`config.mk`:
```
export PLATFORM = sky130hd
export DESIGN_NAME = conv_encoder_flat
export DESIGN_NICKNAME = d
export VERILOG_FILES = /design/src/rtl/conv_encoder_if.sv /design/src/rtl/conv_encoder.sv /design/src/flat_wrapper.sv
export SDC_FILE = /design/constraint.sdc
export NUM_CORES = 1
export LEC_CHECK = 0
export ABC_AREA = 1
export CAP_MARGIN = 10
export CORE_AREA = 2 2 39 41
export CTS_CLUSTER_DIAMETER = 120
export CTS_CLUSTER_SIZE = 30
export DETAILED_ROUTE_END_ITERATION = 8
export DIE_AREA = 0 0 41 43
export GPL_TIMING_DRIVEN = 0
export PLACE_DENSITY = 0.74
export RECOVER_POWER = 50
export SETUP_SLACK_MARGIN = 0.05
export SLEW_MARGIN = 30
export SYNTH_ARGS = -nofsm -noshare
export SYNTH_HDL_FRONTEND = slang
export SYNTH_SLANG_ARGS = --single-unit
```
`constraint.sdc`:
```
create_clock -name clk -period 1.3 [get_ports clk]
set_clock_uncertainty 0.1 [all_clocks]
set_input_delay 0.195 -clock clk [delete_from_list [all_inputs] [get_ports clk]]
set_output_delay 0.195 -clock clk [all_outputs]
set_load 0.03 [all_outputs]
```
`src/rtl/conv_encoder_if.sv`:
```
// Bit-serial handshake bundle between an info-bit source, the (7,5) encoder and the viterbi-side consumer.
interface conv_encoder_if;
    logic din;
    logic din_valid;
    logic din_last;
    logic din_ready;
    logic code_out;
    logic code_valid;
    logic code_sync;
    logic busy;

    modport master (
        output din, din_valid, din_last,
        input  din_ready, code_out, code_valid, code_sync, busy
    );

    modport slave (
        input  din, din_valid, din_last,
        output din_ready, code_out, code_valid, code_sync, busy
    );
endinterface

```
`src/rtl/conv_encoder.sv`:
```
// Rate-1/2 K=3 (7,5 octal) convolutional encoder, serializing each info bit as a G0/G1 pair, one code bit per clock.
// CONV_TAIL_FLUSH_EN: on din_last, append two zero tail bits and return the trellis to state 00.
module conv_encoder (
    input  logic          clk,
    input  logic          reset,
    conv_encoder_if.slave enc
);
    typedef enum logic [2:0] {IDLE, G0, G1, T0, T1} state_t;

    state_t r_state;
    logic   r_p1;
    logic   r_p2;
    logic   r_c1;
    logic   r_last;
    logic   r_tail_idx;
    logic   r_code_out;
    logic   r_code_valid;
    logic   r_code_sync;
    logic   r_din_ready;
    logic   r_busy;

    logic   w_accept;
    logic   w_c0;
    logic   w_c1;
    logic   w_last;

    assign w_accept = enc.din_valid & r_din_ready;
    assign w_c0     = enc.din ^ r_p1 ^ r_p2;
    assign w_c1     = enc.din ^ r_p2;

`ifdef CONV_TAIL_FLUSH_EN
    assign w_last = enc.din_last;
`else
    // Continuous stream: frame boundaries carry no meaning for the trellis.
    logic w_unused_last;
    assign w_unused_last = enc.din_last;
    assign w_last        = 1'b0;
`endif

    always_ff @(posedge clk or posedge reset) begin
        if (reset) begin
            r_state      <= IDLE;
            r_p1         <= 1'b0;
            r_p2         <= 1'b0;
            r_c1         <= 1'b0;
            r_last       <= 1'b0;
            r_tail_idx   <= 1'b0;
            r_code_out   <= 1'b0;
            r_code_valid <= 1'b0;
            r_code_sync  <= 1'b0;
            r_din_ready  <= 1'b1;
            r_busy       <= 1'b0;
        end else if (w_accept) begin
            // Only possible from IDLE or from G1 with no tail pending.
            r_state      <= G0;
            r_p1         <= enc.din;
            r_p2         <= r_p1;
            r_c1         <= w_c1;
            r_last       <= w_last;
            r_code_out   <= w_c0;
            r_code_valid <= 1'b1;
            r_code_sync  <= 1'b1;
            r_din_ready  <= 1'b0;
            r_busy       <= 1'b1;
        end else begin
            case (r_state)
                IDLE: begin
                end
                G0: begin
                    r_state     <= G1;
                    r_code_out  <= r_c1;
                    r_code_sync <= 1'b0;
                    r_din_ready <= ~r_last;
                end
                G1: begin
                    if (r_last) begin
                        r_state     <= T0;
                        r_last      <= 1'b0;
                        r_tail_idx  <= 1'b0;
                        r_code_out  <= r_p1 ^ r_p2;
                        r_c1        <= r_p2;
                        r_p1        <= 1'b0;
                        r_p2        <= r_p1;
                        r_code_sync <= 1'b1;
                    end else begin
                        r_state      <= IDLE;
                        r_code_out   <= 1'b0;
                        r_code_valid <= 1'b0;
                        r_code_sync  <= 1'b0;
                        r_din_ready  <= 1'b1;
                        r_busy       <= 1'b0;
                    end
                end
                T0: begin
                    r_state     <= T1;
                    r_code_out  <= r_c1;
                    r_code_sync <= 1'b0;
                end
                T1: begin
                    if (!r_tail_idx) begin
                        r_state     <= T0;
                        r_tail_idx  <= 1'b1;
                        r_code_out  <= r_p1 ^ r_p2;
                        r_c1        <= r_p2;
                        r_p1        <= 1'b0;
                        r_p2        <= r_p1;
                        r_code_sync <= 1'b1;
                    end else begin
                        r_state      <= IDLE;
                        r_p1         <= 1'b0;
                        r_p2         <= 1'b0;
                        r_code_out   <= 1'b0;
                        r_code_valid <= 1'b0;
                        r_code_sync  <= 1'b0;
                        r_din_ready  <= 1'b1;
                        r_busy       <= 1'b0;
                    end
                end
                default: begin
                    r_state      <= IDLE;
                    r_code_out   <= 1'b0;
                    r_code_valid <= 1'b0;
                    r_code_sync  <= 1'b0;
                    r_din_ready  <= 1'b1;
                    r_busy       <= 1'b0;
                end
            endcase
        end
    end

    assign enc.din_ready  = r_din_ready;
    assign enc.code_out   = r_code_out;
    assign enc.code_valid = r_code_valid;
    assign enc.code_sync  = r_code_sync;
    assign enc.busy       = r_busy;
endmodule

```
`src/flat_wrapper.sv`:
```
// flat-port wrapper written by rule: the top's interface ports become plain ports
module conv_encoder_flat 
  (clk, reset, enc_din, enc_din_valid, enc_din_last, enc_din_ready, enc_code_out, enc_code_valid, enc_code_sync, enc_busy);
  conv_encoder_if enc_i ();
  input  logic clk;
  input  logic reset;
  input wire logic [$bits(enc_i.din)-1:0] enc_din;
  input wire logic [$bits(enc_i.din_valid)-1:0] enc_din_valid;
  input wire logic [$bits(enc_i.din_last)-1:0] enc_din_last;
  output wire logic [$bits(enc_i.din_ready)-1:0] enc_din_ready;
  output wire logic [$bits(enc_i.code_out)-1:0] enc_code_out;
  output wire logic [$bits(enc_i.code_valid)-1:0] enc_code_valid;
  output wire logic [$bits(enc_i.code_sync)-1:0] enc_code_sync;
  output wire logic [$bits(enc_i.busy)-1:0] enc_busy;
  assign enc_i.din = enc_din;
  assign enc_i.din_valid = enc_din_valid;
  assign enc_i.din_last = enc_din_last;
  assign enc_din_ready = enc_i.din_ready;
  assign enc_code_out = enc_i.code_out;
  assign enc_code_valid = enc_i.code_valid;
  assign enc_code_sync = enc_i.code_sync;
  assign enc_busy = enc_i.busy;
  conv_encoder u_core (.clk(clk), .reset(reset), .enc(enc_i));
endmodule
```
==> reports/metrics.cfg, run 1 <==
[synth]
synth_area_leaders = dfrtp_1, nand2_1, inv_1, dfstp_2, nand2_4
yosysWarnings = 0
synth_area_leader_cell = dfrtp_1
netlist_area_um2 = 542
synth_top_family_by_area = simple AND/OR/NAND/NOR gates
synth_fa_ha_area_share_pct = 0
postSynthCellCount = 65
synth_cell_types = 18
synth_top_area_share_pct = 46.2
synth_mux_area_share_pct = 0
ys_ff_latch = 11
synth_compound_area_share_pct = 7.62
synth.net_count = 70
postSynthAreaPerCell_um2 = 8.33
synth-simple-area-share_pct = 31.4
synth-xor-area-share_pct = 1.62
yosysSeqAreaShare_pct = 51.0

[timing]
grt_setup_unrepaired = yes
maxSlewViolCount = 0
fin_ws_ns = 0.0264
tightest_slew_ns = 0.418
hold_viol = 0
post-route-min-period_ns = 1.27
setup_viol = 0
whs_ns = 0.251
fmax_mhz = 785
fin_crit_sh_pct = 98.0
maxSlewHeadroom_pct = 72.1

[grt]
grt_pass1_wl_mm = 1.59
grt_usage_pct = 13.9
antenna_found_initial = 0
grt_max_degree = 12
gr-total-overflow = 0
first_global_vias = 404

[route]
wl_per_cell_um = 10.8
viasPerCell = 4.71
route.detailed.drc = 0
drtIter0Drc = 11
firstDrtPassIters = 4
ant_nets = 0
drt-total-wl_mm = 1.00
num_vias = 438

[floorplanning]
ios = 10
die_h_um = 43
coreArea_um2 = 1380
rows = 14
dieArea_um2 = 1760
die_x_um = 41
initial_core_util_pct = 39.2

[setup_path]
cpLargestDelayFamily = flip-flops
worst_ep_required_time_ns = 1.00
path_max_fanout = 3
worstPathCellList = buf_6
path_class = flip-flop to output port
cpMaxStageDelayCell = dfstp_2
critical-path-max-stage-delay_ns = 0.57
cp-start-kind = flip-flop
arrival_ns = 0.98
crit_path_end_kind = output port
critPathBufInv = 1

[place]
placed_area_um2 = 642
hpwl_um = 732
dp_slack_ns = -0.212
finalWeightedCongestion = 0.738
port_buffers = 8

[layout]
fin_area_um2 = 659
n_antenna_cell = 0
final_common_cell = nand2_1
layout.nets = 83
drive_above_1_share_pct = 23.4
area_growth_pct = 21.7
n_fill_cell = 147
post-route-util_pct = 47.6
most-common-layout-cells = nand2_1, dfrtp_1, inv_1

[clock_tree]
cts_made_buffers = 3
htreeDepth = 1
hold_buffers = 0
cts.path.max_buffers = 2
clk_pin_slew_ns = 0.07
cts_sinks = 11
cts-root-buf = clkbuf_4
clk-insertion-delay-late_ns = 0.26
cts_tree = built

[flow_run]
maxCapViolations = 0

[pwr]
p_sw_mw = 0.644
intPower_mw = 0.845
switching_share_pct = 43.3
p_clk_share_pct = 15.6
cellPowerDensity_nw_per_um2 = 2260
seqPwrFrac_pct = 38.8
combPwrFrac_pct = 45.6
total_power_mw = 1.49
worst_ir_drop_vdd_v = 0.000933
p_leak_nw = 0.344

[status]
status = completed

[worst_hold_path]
hp-class = input pin to async pin

[synth_stat cells (all sizes together)]
cell type	count
xor2	1
nand4	1
nand3	3
dfstp	1
o21ai	6
a21oi	1
nor3	1
inv	10
dfrtp	10
o22ai	1
nand2	25
nor2	4
buf	1
[timing repair]
item | 4_1_cts | 5_1_grt
pin swaps | 0 | 0
endpoints found under the setup margin | 5 | 7
resized for setup | 25 | 6
setup buffers | 0 | 0
[cell families (layout without fill, tap and decap cells)]
logic type,count (synthesis),in the layout
xor+xnor,1,1
compound gates,8,8
flops,11,11
buf+inv,11,23
simple gates,34,34
[path summary, 6_finish.rpt]
check | startpoint | endpoint | slack [ns] | cells past startpoint
setup / recovery | u_core.enc.din_ready | enc_din_ready | 0.03 | 1
hold / removal | reset | u_core.r_p1 | 0.25 | 2
setup reg to reg | u_core.enc.din_ready | u_core.enc.code_out | 0.04 | 5
hold reg to reg | u_core.r_c1 | u_core.r_c1 | 0.39 | 2
max in group asynchronous | reset | u_core.enc.din_ready | 0.53 | 2
min in group clk | u_core.r_c1 | u_core.r_c1 | 0.39 | 2
[area by class of cell]
cell class                      count  area [µm²]  share of cell area, %
Tap cell                           16        20.0                   3.04
Inverter                           10        37.5                   5.69
Sequential cell                    11         277                   41.9
Clock buffer                        4        26.3                   3.98
Timing Repair Buffer                8        67.6                   10.2
Multi-Input combinational cell     43         220                   33.4
Buffer                              1        11.3                   1.71
[per-stage QoR]
stage,setup TNS (ns),cells
after floorplan,0,65
after global placement,-0.402,89
after detailed placement,-0.505,89
after CTS,0,93
after global routing,-0.0146,93
final,0,93
[flip-flops by register name (all words and copies together), names as in the netlist]
register               flops
u_core.r_tail_idx          1
u_core.r_p1                1
u_core.r_p2                1
u_core.enc.code_out        1
u_core.enc.code_valid      1
u_core.r_state             3
u_core.enc.din_ready       1
u_core.enc.code_sync       1
u_core.r_c1                1
[power by group through the flow]
stage,Sequential [mW],Clock [mW],Combinational (mW)
3_3_place_gp,0.573,0,0.680
2_1_floorplan,0.684,0,0.368
3_5_place_dp,0.583,0,0.697
5_1_grt,0.595,0.255,0.756
4_1_cts,0.580,0.238,0.691
6_report,0.578,0.232,0.678
[routing by layer]
| metal | share of wire, % | vias to the layer above | GRT usage [%] |
|---|---|---|---|
| li1 | - | 225 | - |
| met4 | 0 | 0 | 6.00 |
| met2 | 51 | 11 | 21.3 |
| met3 | 5.0 | 0 | 6.28 |
| met1 | 44 | 202 | 16.1 |
| met5 | 0 | - | 0 |
(Power assumes the default switching activity.)
==> inputs of run 2 (changes only) <==
--- a/config.mk
+++ b/config.mk
@@ -8,7 +8,7 @@
 export ABC_AREA = 1
 export CAP_MARGIN = 10
 export CORE_AREA = 2 2 39 41
-export CTS_CLUSTER_DIAMETER = 120
+export CTS_CLUSTER_DIAMETER = 100
 export CTS_CLUSTER_SIZE = 30
 export DETAILED_ROUTE_END_ITERATION = 8
 export DIE_AREA = 0 0 41 43
==> results of run 2 <==
The final DEF is identical to that of run 1; final timing and power are the same.
==> inputs of run 3 (changes only) <==
--- a/config.mk
+++ b/config.mk
@@ -12,7 +12,7 @@
 export CTS_CLUSTER_SIZE = 30
 export DETAILED_ROUTE_END_ITERATION = 8
 export DIE_AREA = 0 0 41 43
-export GPL_TIMING_DRIVEN = 0
+export GPL_TIMING_DRIVEN = 1
 export PLACE_DENSITY = 0.74
 export RECOVER_POWER = 50
 export SETUP_SLACK_MARGIN = 0.05
==> run 3 against run 2 <==
  * Wire length up 4.1%
  * Flip-flop and latch count unchanged
  * Combinational power up 0.7%
  * Total power up 1.0%
  * Core utilization up 0.54 points
  * Cell area up 1.1%
  * Sequential power about the same
  * Setup slack worse by 0.0068 ns
  * Critical endpoint unchanged
  * Largest power group unchanged
==> reports/metrics.cfg, run 3 (synthesized netlist as in run 1, its figures left out) <==
[setup_path]
critical-path-max-stage-delay_ns = 0.57
cp-start-kind = flip-flop
arrival_ns = 0.99
timing.critical_path.depth = 1
path_class = flip-flop to output port
worstReg2RegStart = u_core.enc.din_ready
worstPathCellList = buf_6
crit_path_end = enc_din_ready
rrSetupSlack_ns = 0.08
r2r_end = u_core.r_c1
path_max_fanout = 3
critPathBufInv = 1
startpoint = u_core.enc.din_ready
cpLargestDelayFamily = flip-flops
r2r_cells = 5
worst_ep_required_time_ns = 1.00
cpMaxStageDelayCell = dfstp_2
crit_path_end_kind = output port

[pwr]
seqPwrFrac_pct = 38.3
p_leak_nw = 0.350
intPower_mw = 0.857
switching_share_pct = 43.0
worst_ir_drop_vdd_v = 0.000787
combPwrFrac_pct = 45.4
total_power_mw = 1.50
p_sw_mw = 0.647
p_clk_share_pct = 16.3
cellPowerDensity_nw_per_um2 = 2260

[timing]
fin_crit_sh_pct = 98.5
fin_tns_setup_ns = 0
maxSlewViolCount = 0
fmax_mhz = 781
post-route-min-period_ns = 1.28
hold_viol = 0
tightest_slew_ns = 0.433
maxSlewHeadroom_pct = 71.1
fin_ws_ns = 0.0197
setup_viol = 0
grt_setup_unrepaired = yes
whs_ns = 0.250

[layout]
layout.cells.non_filler = 94
final_common_cell = nand2_1
area_growth_pct = 23.1
layout.nets = 84
drive_above_1_share_pct = 23.1
regMostFlops = u_core.r_state
n_antenna_cell = 0
most-common-layout-cells = nand2_1, dfrtp_1, inv_1, buf_4
post-route-util_pct = 48.2
largest_register_ffs = 3
fin_area_um2 = 667

[route]
ant_nets = 0
drtIter0Drc = 6
wl_per_cell_um = 11.1
drt-total-wl_mm = 1.04
viasPerCell = 4.73
route.detailed.drc = 0
num_vias = 445
firstDrtPassIters = 4

[place]
dp_cells = 90
placed_area_um2 = 637
port_buffers = 8
dp_slack_ns = -0.0655
hpwl_um = 762
finalWeightedCongestion = 0.754

[grt]
gr-total-overflow = 0
grt_pass1_wl_mm = 1.75
first_global_vias = 430
antenna_found_initial = 0
grt_max_degree = 12
grt_usage_pct = 14.9

[floorplanning]
ios = 10
rows = 14
die_x_um = 41
die_h_um = 43
dieArea_um2 = 1760
coreArea_um2 = 1380
initial_core_util_pct = 39.2

[clock_tree]
clk_pin_slew_ns = 0.07
post-cts-setup-buffers = 0
cts.path.max_buffers = 2
cts_made_buffers = 3
hold_buffers = 0
cts_tree = built
htreeDepth = 1
clk-insertion-delay-late_ns = 0.27
cts_sinks = 11
cts-root-buf = clkbuf_4

[worst_hold_path]
hp-class = input pin to async pin

[flow_run]
maxCapViolations = 0

[status]
status = completed

## run 3: area by class of cell
| cell class | instances | area, µm² |
|---|---|---|
| clock buffer | 4 | 26.3 |
| fill | 149 | 717 |
| inverter | 10 | 37.5 |
| multi-input combinational | 43 | 220 |
| sequential | 11 | 277 |
| tap | 16 | 20.0 |
| timing repair buffer | 10 | 86.3 |
## run 3: metal layers
layer | vias to the layer above | global-route usage [%] | share of wire (%)
li1 | 226 | - | -
met1 | 204 | 18.1 | 43
met2 | 10 | 23.4 | 50
met3 | 5 | 3.14 | 4.3
met4 | 0 | 8.00 | 3.2
met5 | - | 0 | 0
## run 3: power by group through the flow
stage	logic, mW	registers [mW]	clock network [mW]
2_1_floorplan	0.368	0.684	0
3_3_place_gp	0.663	0.574	0
3_5_place_dp	0.682	0.581	0
4_1_cts	0.693	0.578	0.252
5_1_grt	0.767	0.592	0.263
6_report	0.683	0.576	0.245
## run 3: worst min path at each step
stage                                     end  slack [ns]
after floorplan           u_core.enc.code_out       -0.05
after CTS                   u_core.r_state[0]        0.13
after global routing        u_core.r_state[2]        0.31
after detailed placement    u_core.r_tail_idx        0.38
after global placement            u_core.r_c1        0.37
final                       u_core.r_state[2]        0.25
## run 3: repair_timing
item | CTS | global route
resized for setup | 1 | 0
setup endpoints to repair | 1 | 3
pin swaps | 0 | 1
endpoints found under the hold margin | 0 | 0
## run 3: worst register-to-register path, stage by stage, from the launching register on
cell     delay, ns
dfstp_2       0.57
nand2_4       0.11
nor2_4        0.12
xor2_1        0.15
nand2_1       0.06
nand2_1       0.05
